### config.mk
export PLATFORM = sky130hd
export DESIGN_NAME = imem_boot_loader
export DESIGN_NICKNAME = d
export VERILOG_FILES = /design/src/rtl/boot_pkg.sv /design/src/rtl/boot_word_packer.sv /design/src/rtl/imem_boot_loader.sv
export SDC_FILE = /design/constraint.sdc
export NUM_CORES = 1
export LEC_CHECK = 0
export CAP_MARGIN = 25
export CORE_MARGIN = 8
export CORE_UTILIZATION = 49
export CTS_BUF_LIST = sky130_fd_sc_hd__clkbuf_16
export DETAILED_ROUTE_END_ITERATION = 8
export MAX_ROUTING_LAYER = met4
export PLACE_DENSITY = 0.76
export SYNTH_ARGS = -nofsm -noshare
export SYNTH_HDL_FRONTEND = slang
export SYNTH_SLANG_ARGS = --single-unit
### constraint.sdc
create_clock -name clk -period 3.55 [get_ports clk]
set_clock_uncertainty 0.1 [all_clocks]
set_input_delay 0.71 -clock clk [delete_from_list [all_inputs] [get_ports clk]]
set_output_delay 0.71 -clock clk [all_outputs]
set_load 0.01 [all_outputs]
### src/rtl/boot_pkg.sv
// Shared types and constants for the instruction-memory boot loader.
package boot_pkg;

  typedef enum logic [2:0] {
    IDLE = 3'd0,
    LEN0 = 3'd1,
    LEN1 = 3'd2,
    DATA = 3'd3,
    CHK  = 3'd4,
    RUN  = 3'd5,
    ERR  = 3'd6
  } boot_state_t;

  localparam logic [7:0] SYNC_BYTE_DFLT = 8'hA5;
  localparam int         BYTES_PER_WORD = 4;

endpackage

### src/rtl/boot_word_packer.sv
// Packs little-endian bytes into 32-bit words; word_done/word are combinational
// with the 4th accepted byte so the caller can register the write on that edge.
module boot_word_packer
  import boot_pkg::*;
(
  input  logic        clk,
  input  logic        reset,
  input  logic        clear,
  input  logic        byte_vld,
  input  logic [7:0]  byte_dat,
  output logic        word_done,
  output logic [31:0] word
);

  localparam logic [1:0] LAST_IDX = 2'(BYTES_PER_WORD - 1);

  logic [23:0] sr;
  logic [1:0]  cnt;

  always_ff @(posedge clk or posedge reset) begin
    if (reset) begin
      sr  <= '0;
      cnt <= '0;
    end else if (clear) begin
      sr  <= '0;
      cnt <= '0;
    end else if (byte_vld) begin
      // Shifting right keeps the first byte of a word in the low lane.
      sr  <= {byte_dat, sr[23:8]};
      cnt <= (cnt == LAST_IDX) ? 2'd0 : cnt + 2'd1;
    end
  end

  always_comb begin
    word_done = byte_vld && (cnt == LAST_IDX);
    word      = {byte_dat, sr};
  end

endmodule

### src/rtl/imem_boot_loader.sv
// Loads a framed UART byte image into instruction memory, then releases fetch.
// Optional BOOT_CHECKSUM_EN adds an XOR checksum byte after the data.
module imem_boot_loader
  import boot_pkg::*;
#(
  parameter int         WIDTH     = 32,
  parameter int         DEPTH     = 1024,
  parameter int         ADDR_W    = 12,
  parameter logic [7:0] SYNC_BYTE = SYNC_BYTE_DFLT
) (
  input  logic              clk,
  input  logic              reset,
  input  logic [7:0]        rx_data,
  input  logic              rx_valid,
  output logic              rx_ready,
  input  logic              boot_req,
  output logic              imem_we,
  output logic [ADDR_W-1:0] imem_waddr,
  output logic [WIDTH-1:0]  imem_wdata,
  output logic              enable_pc,
  output logic              busy,
  output logic              load_err,
  output logic [15:0]       words_loaded
);

  localparam logic [15:0] DEPTH_W = 16'(DEPTH);

  boot_state_t state, state_nxt;
  logic [15:0] len;
  logic [15:0] len_full;
  logic        acc;
  logic        word_done;
  logic [31:0] word;
  logic        last_word;
`ifdef BOOT_CHECKSUM_EN
  logic [7:0]  csum;
`endif

  assign acc       = rx_valid && rx_ready;
  assign len_full  = {rx_data, len[7:0]};
  assign last_word = (words_loaded + 16'd1) == len;

  boot_word_packer u_packer (
    .clk       (clk),
    .reset     (reset),
    .clear     (boot_req),
    .byte_vld  (acc && (state == DATA)),
    .byte_dat  (rx_data),
    .word_done (word_done),
    .word      (word)
  );

  always_ff @(posedge clk or posedge reset) begin
    if (reset) state <= IDLE;
    else       state <= state_nxt;
  end

  always_comb begin
    state_nxt = state;
    if (boot_req) begin
      state_nxt = IDLE;
    end else begin
      case (state)
        IDLE: if (acc && rx_data == SYNC_BYTE) state_nxt = LEN0;
        LEN0: if (acc) state_nxt = LEN1;
        LEN1: if (acc) begin
          if (len_full > DEPTH_W)
            state_nxt = ERR;
          else if (len_full == 16'd0)
`ifdef BOOT_CHECKSUM_EN
            state_nxt = CHK;
`else
            state_nxt = RUN;
`endif
          else
            state_nxt = DATA;
        end
        DATA: if (word_done && last_word)
`ifdef BOOT_CHECKSUM_EN
          state_nxt = CHK;
`else
          state_nxt = RUN;
`endif
`ifdef BOOT_CHECKSUM_EN
        CHK:  if (acc) state_nxt = (rx_data == csum) ? RUN : ERR;
`endif
        RUN:  state_nxt = RUN;
        ERR:  state_nxt = ERR;
        default: state_nxt = IDLE;
      endcase
    end
  end

  always_comb begin
    rx_ready  = !boot_req;
    enable_pc = (state == RUN);
    busy      = (state == LEN0) || (state == LEN1) || (state == DATA) || (state == CHK);
    load_err  = (state == ERR);
  end

  always_ff @(posedge clk or posedge reset) begin
    if (reset) begin
      imem_we      <= 1'b0;
      imem_waddr   <= '0;
      imem_wdata   <= '0;
      words_loaded <= '0;
      len          <= '0;
`ifdef BOOT_CHECKSUM_EN
      csum         <= '0;
`endif
    end else if (boot_req) begin
      imem_we      <= 1'b0;
      words_loaded <= '0;
      len          <= '0;
`ifdef BOOT_CHECKSUM_EN
      csum         <= '0;
`endif
    end else begin
      imem_we <= 1'b0;
      // A new sync restarts per-frame bookkeeping.
      if (acc && state == IDLE && rx_data == SYNC_BYTE) begin
        words_loaded <= '0;
`ifdef BOOT_CHECKSUM_EN
        csum         <= '0;
`endif
      end
      if (acc && state == LEN0) len[7:0]  <= rx_data;
      if (acc && state == LEN1) len[15:8] <= rx_data;
`ifdef BOOT_CHECKSUM_EN
      if (acc && state == DATA) csum <= csum ^ rx_data;
`endif
      if (word_done) begin
        imem_we    <= 1'b1;
        imem_wdata <= WIDTH'(word);
        imem_waddr <= {words_loaded[ADDR_W-3:0], 2'b00};
        if (words_loaded < DEPTH_W) words_loaded <= words_loaded + 16'd1;
      end
    end
  end

endmodule

==> results.json, run 1 <==
{
  "fmax_ghz": 0.3572,
  "cp_max_fo": 12,
  "synthMuxAreaShare_pct": 9.322,
  "synth_area_um2": 5074,
  "core_um2": 10180,
  "start_util_pct": 49.82,
  "start_kind": "flop",
  "hpwl_um": 8553,
  "timing.final.crit_share_pct": 78.86,
  "drcViolationCount": 0,
  "routed_wl_um": 12170,
  "end_kind": "output port",
  "path_class": "flop to output port",
  "p_int_mw": 1.750,
  "synthAdderAreaFrac_pct": 0.4932,
  "hold_class": "flop to flop",
  "finalSetupViolCount": 0,
  "synth_cells": 486,
  "mostFrequentLayoutCells": "dfrtp_1, nand2_1, clkdlybuf4s50_1, mux2_2, nand3_1",
  "dr.pass1.iters": 4,
  "crit_arrival_ns": 1.99,
  "peakVddDrop_v": 0.0002256,
  "die_area_um2": 13870,
  "cts_htree_levels": 3,
  "netlist.area_leader.share_pct": 51.29,
  "cts_resized": 0,
  "drv_slew": 0,
  "synth-edff-count": 0,
  "synthFlopType": "dfrtp_1",
  "rows": 37,
  "antenna_cells": 0,
  "p_per_area_nw_per_um2": 381.3,
  "grt_pass1_vias": 3979,
  "gp_congestion": 0.9209,
  "max-cap-violations": 0,
  "area_delta_synth_final_pct": 21.13,
  "wire_per_inst_um": 17.71,
  "yosys.area.top_type": "dfrtp_1",
  "cts_setup_buffers": 0,
  "synth_xor_area_share_pct": 3.970,
  "detail-route-antenna-nets": 0,
  "synth-simple-area-share_pct": 21.09,
  "overflow": 0,
  "synth_top_family_by_area": "simple AND/OR/NAND/NOR gates",
  "rsz0062_at_grt": "no",
  "ys_types": 60,
  "dieHeight_um": 117.8,
  "power_frac_clock_pct": 41.0,
  "ioPinCount": 77,
  "fp.dieW_um": 117.8,
  "track_usage_pct": 18.47,
  "vias": 3948,
  "clk_latency_ns": 0.35,
  "clk_path_buf_depth": 2,
  "p_switching_mw": 0.5930,
  "total_leakage_power_nw": 2.883,
  "hold_viol": 0,
  "async_reset_ff_share_pct": 100.0,
  "numCtsBuffers": 9,
  "tightest_slew_ns": 0.9531,
  "tns_ns": 0,
  "relSlewSlack_pct": 36.30,
  "ys_warn_count": 0,
  "synth_compound_area_share_pct": 9.051,
  "cts_tree": "done",
  "clockRootBuffer": "clkbuf_16",
  "cts_sinks": 104,
  "layout_commonest_cell": "dfrtp_1",
  "finalWorstPathRequiredPeriod_ns": 2.800,
  "required_ns": 2.74,
  "combPwrFrac_pct": 6.8,
  "drtIter0Drc": 336,
  "p_sw_share_pct": 25.31,
  "clk_pin_slew_worst_paths_ns": 0.07,
  "antenna_found_initial": 0,
  "grt_pass1_wl_um": 20770,
  "status": "completed",
  "io_buffer_count": 74,
  "vias_per_cell": 5.747,
  "p_seq_share_pct": 52.2,
  "ys_top_cells_by_area": "dfrtp_1, mux2_2, nand2_1",
  "ys_seq_elements": 104,
  "final_nets": 560,
  "finalPower_mw": 2.343,
  "layout-drive-gt1-share_pct": 15.97,
  "grt_max_degree": 58,
  "synth-seq-area-share_pct": 51.29,
  "avgSynthCellArea_um2": 10.44,
  "hold_buffers": 0
}
worst max-delay path: stages, from the launching register on:
cell and delay (ns):
dfrtp_1 0.59, nor2b_1 0.31, and2_1 0.20, clkdlybuf4s50_1 0.55
routing by layer:
metal	up-vias	global-route usage, %	wire [um]
met5	-	-	0
met4	0	5.284	146
met3	15	3.981	652
met2	145	28.65	5863
met1	1971	23.95	5504
li1	1817	-	-
path summary, 6_finish.rpt:
check                                       startpoint                           to  slack, ns  cells past startpoint
min in group asynchronous                        reset   words_loaded[15]$_DFF_PP0_       0.73                      2
max in group asynchronous                        reset  u_packer.sr[17]$_DFFE_PP0P_       1.80                      3
max reg2reg                  words_loaded[0]$_DFF_PP0_         state[1]$_DFFE_PP0P_       0.77                      7
max                               state[1]$_DFFE_PP0P_                     load_err       0.75                      3
min reg2reg                u_packer.cnt[0]$_DFFE_PP0P_  u_packer.cnt[0]$_DFFE_PP0P_       0.40                      1
min                        u_packer.cnt[0]$_DFFE_PP0P_  u_packer.cnt[0]$_DFFE_PP0P_       0.40                      1
flip-flops by register name (all words and copies together) (netlist names):
register	count
u_packer.cnt	2
imem_waddr	10
u_packer.sr	24
imem_we	1
state	3
len	16
words_loaded	16
imem_wdata	32
final cells by class:
| cell class | count | area, um2 |
|---|---|---|
| flip-flops and latches | 104 | 2603 |
| clock inverters | 7 | 66.31 |
| well taps | 136 | 170.2 |
| multi-input cells | 344 | 2236 |
| inverters | 2 | 10.01 |
| repair buffers | 85 | 835.8 |
| clock buffers | 9 | 225.2 |
| fillers | 836 | 4039 |
power by group through the flow:
| stage | sequential [mW] | combinational, mW | clock, mW |
|---|---|---|---|
| after floorplan | 1.23 | 0.119 | 0 |
| after global placement | 1.25 | 0.156 | 0 |
| after detailed placement | 1.25 | 0.160 | 0 |
| after CTS | 1.22 | 0.160 | 0.975 |
| after global routing | 1.23 | 0.176 | 1.02 |
| final | 1.22 | 0.159 | 0.961 |
synth_stat cells (all sizes together), types with 5 or more instances:
| cell type | count |
|---|---|
| nor2 | 18 |
| nand4 | 5 |
| xor2 | 11 |
| nand2 | 92 |
| mux2 | 42 |
| buf | 17 |
| dfrtp | 104 |
| and3 | 11 |
| nand3 | 37 |
| o21ai | 14 |
| xnor2 | 12 |
| nor4 | 8 |
| a21oi | 33 |
| clkbuf | 19 |
| nand3b | 8 |
cells by family (layout without fill, tap and decap cells):
family / after synthesis / after routing
AND/OR/NAND/NOR: 205 / 205
flip-flops: 104 / 104
AO/OA/AOI/OAI: 70 / 70
multiplexers: 42 / 42
buffers and inverters: 39 / 103
XOR/XNOR: 23 / 23
adder cells (fa/ha/maj): 2 / 2
other: 1 / 2
through the flow:
| stage | cell area, um2 | hold WS [ns] | setup WS (ns) | util (%) | instances |
|---|---|---|---|---|---|
| after floorplan | 5077 | 0.3548 | 0.007812 | - | 487 |
| after global placement | 5854 | 0.3727 | 0.6274 | 57.48 | 671 |
| after detailed placement | 5854 | 0.3826 | 0.5774 | 57.48 | 671 |
| after CTS | 6146 | 0.4023 | 0.7792 | 60.34 | 687 |
| after global routing | 6146 | 0.4282 | 0.5869 | 60.34 | 687 |
| final | 6146 | 0.4002 | 0.7503 | 60.34 | 687 |
No activity file was read; power rests on OpenSTA's default activity.
==> inputs of run 2 (changes only) <==
==> constraint.sdc (replaced) <==
create_clock -name clk -period 2.3 [get_ports clk]
set_clock_uncertainty 0.1 [all_clocks]
set_input_delay 0.46 -clock clk [delete_from_list [all_inputs] [get_ports clk]]
set_output_delay 0.46 -clock clk [all_outputs]
set_load 0.01 [all_outputs]
==> run 2 against run 1 <==
  * First-iteration DRC count up 15%
  * Sequential power up 55%
  * Register-to-register slack worse by 0.63 ns
  * Wire length up 6.5%
  * Clock-buffer cell count unchanged
  * Final cell count up 5.1%
  * Clock power up 52%
  * Core utilization up 3.0 points
  * Via count up 5.7%
  * Sequential share of layout area down 2.0 points
  * Combinational power up 79%
==> results.json, run 2 (synthesized netlist as in run 1, its figures left out) <==
{
  "status": "completed",
  "antenna_found_initial": 0,
  "dp.cells": 706,
  "r2r_start": "words_loaded[0]$_DFF_PP0_",
  "rows": 37,
  "p_sw_share_pct": 25.01,
  "pre_cts_ws_ns": -0.1592,
  "routed_wl_um": 12950,
  "total_leakage_power_nw": 3.070,
  "clk_pin_slew_worst_paths_ns": 0.08,
  "finalPower_mw": 3.633,
  "cts_tree": "done",
  "grt_max_degree": 32,
  "tightest_slew_ns": 0.5381,
  "wire_per_inst_um": 17.94,
  "fp.dieW_um": 117.8,
  "start_util_pct": 49.82,
  "max-cap-violations": 0,
  "largest_reg_flops": 32,
  "largest_register": "imem_wdata",
  "mostFrequentLayoutCells": "dfrtp_1, nand2_1, clkdlybuf4s50_1, mux2_2, buf_4",
  "overflow": 0,
  "cts_setup_buffers": 0,
  "p_int_mw": 2.724,
  "numCtsBuffers": 9,
  "max_stage_delay_ns": 0.53,
  "relSlewSlack_pct": 63.80,
  "vias": 4174,
  "hold_viol": 0,
  "path_cells": "nor2b_2 -> and2_1 -> clkdlybuf4s50_1",
  "hpwl_um": 9405,
  "path_class": "flop to output port",
  "start_kind": "flop",
  "cp_max_fo": 10,
  "dieHeight_um": 117.8,
  "timing.final.crit_share_pct": 95.02,
  "reg_top3": "imem_wdata: 32 flops, u_packer.sr: 24 flops",
  "layout_commonest_cell": "dfrtp_1",
  "hold_buffers": 0,
  "fmax_ghz": 0.4576,
  "finalWorstSetupSlack_ns": 0.1145,
  "crit_arrival_ns": 1.63,
  "dr.pass1.iters": 5,
  "cts_htree_levels": 3,
  "core_um2": 10180,
  "gp_congestion": 0.9542,
  "p_per_area_nw_per_um2": 562.8,
  "io_buffer_count": 74,
  "combPwrFrac_pct": 7.8,
  "peakVddDrop_v": 0.0003990,
  "area_delta_synth_final_pct": 27.23,
  "finalSetupViolCount": 0,
  "drcViolationCount": 0,
  "ioPinCount": 77,
  "crit_slowest_cell": "clkdlybuf4s50_1",
  "clk_latency_ns": 0.34,
  "clk_path_buf_depth": 2,
  "detail-route-antenna-nets": 0,
  "cts_sinks": 104,
  "p_seq_share_pct": 51.9,
  "tns_ns": 0,
  "grt_pass1_vias": 4246,
  "layout-drive-gt1-share_pct": 21.67,
  "antenna_cells": 0,
  "required_ns": 1.74,
  "p_switching_mw": 0.9084,
  "drtIter0Drc": 388,
  "end_kind": "output port",
  "final_nets": 595,
  "track_usage_pct": 19.64,
  "hold_class": "primary input to asynchronous set/reset pin",
  "final_cells": 722,
  "power_frac_clock_pct": 40.3,
  "final_core_util_pct": 63.38,
  "finalWorstPathRequiredPeriod_ns": 2.186,
  "grt_pass1_wl_um": 21910,
  "crit_start": "state[0]$_DFFE_PP0P_",
  "vias_per_cell": 5.781,
  "drv_slew": 0,
  "die_area_um2": 13870,
  "rsz0062_at_grt": "no",
  "clockRootBuffer": "clkbuf_16"
}
[run 2: worst paths after layout]
path	end	slack (ns)	cells after the start
max reg2reg	state[1]$_DFFE_PP0P_	0.14	7
min	imem_wdata[17]$_DFFE_PP0P_	0.37	2
max in group asynchronous	state[1]$_DFFE_PP0P_	1.21	3
max	load_err	0.11	3
min reg2reg	u_packer.sr[7]$_DFFE_PP0P_	0.40	2
min in group clk	u_packer.sr[7]$_DFFE_PP0P_	0.40	2
[run 2: metrics by stage]
step	cell area [um2]	hold slack [ns]
final	6455	0.3744
after global routing	6455	0.4051
after CTS	6444	0.3884
after detailed placement	6156	0.3801
after global placement	6156	0.3758
after floorplan	5081	0.3548
[run 2: power groups by stage]
| stage | clock, mW | combinational (mW) | sequential (mW) |
|---|---|---|---|
| 3_5_place_dp | 0 | 0.283 | 1.92 |
| 2_1_floorplan | 0 | 0.184 | 1.90 |
| 5_1_grt | 1.58 | 0.314 | 1.89 |
| 4_1_cts | 1.50 | 0.285 | 1.88 |
| 6_report | 1.46 | 0.284 | 1.89 |
| 3_3_place_gp | 0 | 0.279 | 1.92 |
[run 2: what timing repair did]
action / 4_1_cts / 5_1_grt
pin swaps: 0 / 1
endpoints found under the setup margin: 1 / 4
hold endpoints to repair: 0 / 0
gates cloned: 0 / 0
resized for setup: 1 / 6
[run 2: cell type report]
type | instances | area (um2)
tap | 136 | 170.2
multi-input combinational | 344 | 2241
fill | 814 | 3730
sequential | 104 | 2606
inverter | 2 | 11.26
clock inverter | 7 | 63.81
timing repair buffer | 120 | 1137
clock buffer | 9 | 225.2
[run 2: metal layers]
layer  GRT usage, %  part of all wire [%]  up-vias
met5              -                     0        -
met4          7.846                   2.8        0
met3          3.837                   6.8       38
met2          30.62                    48      200
met1          24.75                    43     2044
li1               -                     -     1892
[run 2: critical path: cells and delay by family (launching register included)]
family	cells	cell delay [ns]
and+or+nand+nor	2	0.27
DFF	1	0.49
buffers and inverters	1	0.53
==> inputs of run 3 (changes only) <==
--- a/config.mk
+++ b/config.mk
@@ -14,4 +14,5 @@
 export PLACE_DENSITY = 0.76
 export SYNTH_ARGS = -nofsm -noshare
 export SYNTH_HDL_FRONTEND = slang
+export SYNTH_HIERARCHICAL = 1
 export SYNTH_SLANG_ARGS = --single-unit
==> run 3 against run 2 <==
  * Combinational power down 52%
  * Sequential power down 3%
  * Global-route usage up 1.3 points
  * Wire length up 0.73%
  * Final cell count down 1.7%
  * Worst hold slack better by 0.022 ns
  * Worst setup slack worse by 0.069 ns
  * Cell area up 2.8%
  * Fmax down 3.0%
  * Power down 0.62%
  * Largest power group unchanged
  * Highest routed layer unchanged
==> results.json, run 3 <==
{
  "status": "completed",
  "start_util_pct": 49.44,
  "cts_tree": "done",
  "rsz0062_at_grt": "yes",
  "avgSynthCellArea_um2": 10.62,
  "p_per_area_nw_per_um2": 543.8,
  "drcViolationCount": 0,
  "antenna_cells": 0,
  "vias": 3928,
  "hpwl_um": 9182,
  "hold_path_startpoint": "boot_req",
  "antenna_found_initial": 0,
  "core_um2": 10140,
  "grt_pass1_wl_um": 21440,
  "max-cap-violations": 0,
  "netlist.area_leader.share_pct": 51.92,
  "synthFlopType": "dfrtp_1",
  "reg_top3": "imem_wdata: 32 flops, u_packer/sr: 24 flops",
  "seqCellArea_um2": 2605,
  "clk_path_buf_depth": 2,
  "path_class": "flop to flop",
  "crit_slowest_cell": "dfrtp_1",
  "end_kind": "flop",
  "reg2reg_depth": 9,
  "largest_register": "imem_wdata",
  "timing.final.crit_share_pct": 98.01,
  "multi_input_area_um2": 2337,
  "overflow": 0,
  "crit_arrival_ns": 2.40,
  "async_reset_ff_share_pct": 100.0,
  "path_cells": "buf_4 -> ha_1 -> buf_4 -> nor3b_1 -> o21ai_0 -> o21ai_0 -> o211ai_1 -> and4b_2 -> o21a_1",
  "largest_reg_flops": 32,
  "grt_max_degree": 79,
  "ys_types": 50,
  "final_cells": 710,
  "synth_common_cells": "dfrtp_1, nor2_1, nand2_1",
  "dp.cells": 689,
  "hold_buffers": 0,
  "ys_warn_count": 6,
  "dr.pass1.iters": 4,
  "cp_top_family": "compound AO/OA/AOI/OAI gates",
  "hold_class": "primary input to flop",
  "tightest_slew_ns": 0.5192,
  "ioPinCount": 77,
  "relSlewSlack_pct": 65.12,
  "required_ns": 2.44,
  "cts_htree_levels": 3,
  "finalPower_mw": 3.610,
  "crit_start": "words_loaded[1]$_DFF_PP0_",
  "vias_per_cell": 5.532,
  "cts_sinks": 104,
  "wire_per_inst_um": 18.38,
  "fp.dieW_um": 117.1,
  "grt_pass1_vias": 4132,
  "mostFrequentLayoutCells": "dfrtp_1, clkdlybuf4s50_1, nor2_1, buf_4, nand2_1",
  "layout_commonest_cell": "dfrtp_1",
  "dieHeight_um": 117.1,
  "drv_slew": 0,
  "area_delta_synth_final_pct": 32.45,
  "numCtsBuffers": 9,
  "clk_latency_ns": 0.35,
  "whs_ns": 0.3966,
  "r2r_start": "words_loaded[1]$_DFF_PP0_",
  "drtIter0Drc": 238,
  "finalSetupViolCount": 0,
  "ys_top_cells_by_area": "dfrtp_1, mux2_2, mux2i_1",
  "ys_seq_elements": 104,
  "detail-route-antenna-nets": 0,
  "synth_most_common_cell": "dfrtp_1",
  "routed_wl_um": 13050,
  "r2r-end": "state[2]$_DFFE_PP0P_",
  "rows": 37,
  "max_stage_delay_ns": 0.43,
  "io_buffer_count": 74,
  "track_usage_pct": 20.95,
  "fmax_ghz": 0.4436,
  "crit_buf_inv": 2,
  "finalWorstPathRequiredPeriod_ns": 2.254,
  "hold_depth": 3,
  "gp_congestion": 0.9403,
  "clk_pin_slew_worst_paths_ns": 0.07,
  "total_leakage_power_nw": 2.895,
  "r2r_slack_ns": 0.05,
  "die_area_um2": 13720,
  "synth_area_um2": 5012,
  "start_kind": "flop",
  "min_to": "len[12]$_DFFE_PP0P_",
  "final_nets": 584,
  "hold_viol": 0,
  "synth_cells": 472,
  "clockRootBuffer": "clkbuf_16",
  "layout-drive-gt1-share_pct": 23.69,
  "cp_max_fo": 6,
  "peakVddDrop_v": 0.0004857,
  "nFillCells": 788,
  "synth-edff-count": 0,
  "yosys.area.top_type": "dfrtp_1",
  "synth-seq-area-share_pct": 51.92
}
run 3: cell types whose count changed after synthesis, moves of 5 or more:
| cell | before | now |
|---|---|---|
| a21oi_1 | 33 | 27 |
| buf_1 | 5 | 0 |
| buf_4 | 3 | 12 |
| inv_1 | 2 | 9 |
| mux2i_1 | 0 | 25 |
| nand2_1 | 92 | 45 |
| nand3_1 | 35 | 13 |
| nand3b_1 | 7 | 0 |
| nor2_1 | 17 | 48 |
| nor2b_1 | 2 | 7 |
| nor3_1 | 1 | 11 |
run 3: kinds of logic after synthesis:
kind of cell,share of synthesized area (%)
simple gates,16.63
mux,14.43
xor+xnor,3.969
buf+inv,5.492
fa+ha+maj,0.4992
compound gates,6.990
other cells,0.07482
flops,51.92
run 3: timing repair:
item                                    CTS  global route
pin swaps                                 1            10
setup buffers                             2             4
resized for setup                         5            26
endpoints found under the setup margin    5            11
gates cloned                              0             0
run 3: area by class of cell:
class                           count  area share [%]
Sequential cell                   104           39.24
Multi-Input combinational cell    322           35.21
Timing Repair Buffer              124           17.66
Clock buffer                        9           3.392
Tap cell                          136           2.563
Clock inverter                      6           1.376
Inverter                            9          0.5654
run 3: power by group:
group          switching (mW)  internal [mW]  leakage [nW]  total, mW
Combinational          0.0913         0.0434          1.29      0.135
Sequential           0.000192           1.83          1.45       1.83
Clock                   0.692          0.956         0.151       1.65
run 3: stage by stage:
stage	setup TNS, ns	cell area, um2	utilization, %	worst slack (ns)
final	0	6639	65.48	0.04582
after floorplan	-7.717	5236	-	-0.2435
after global placement	-0.2883	6188	61.04	-0.07065
after detailed placement	-0.9424	6188	61.04	-0.1108
after global routing	-0.2290	6639	65.48	-0.05819
after CTS	0	6528	64.38	0.005651
run 3: worst min-delay path, cell delays in order:
cell and delay, ns:
buf_2 0.09, buf_4 0.20, a21oi_1 0.06
run 3: worst max-delay path by stage:
stage,to,cells after the start
after detailed placement,words_loaded[5]$_DFF_PP0_,10
after floorplan,words_loaded[5]$_DFF_PP0_,12
after CTS,state[2]$_DFFE_PP0P_,6
final,state[2]$_DFFE_PP0P_,9
after global placement,words_loaded[5]$_DFF_PP0_,10
after global routing,words_loaded[9]$_DFF_PP0_,10
run 3: metal layers:
layer | track usage, % | up-vias | wire [um]
met1 | 26.80 | 1930 | 5569
met2 | 31.68 | 149 | 6211
li1 | - | 1825 | -
met4 | 8.020 | 0 | 297
met5 | - | - | 0
met3 | 4.977 | 24 | 969
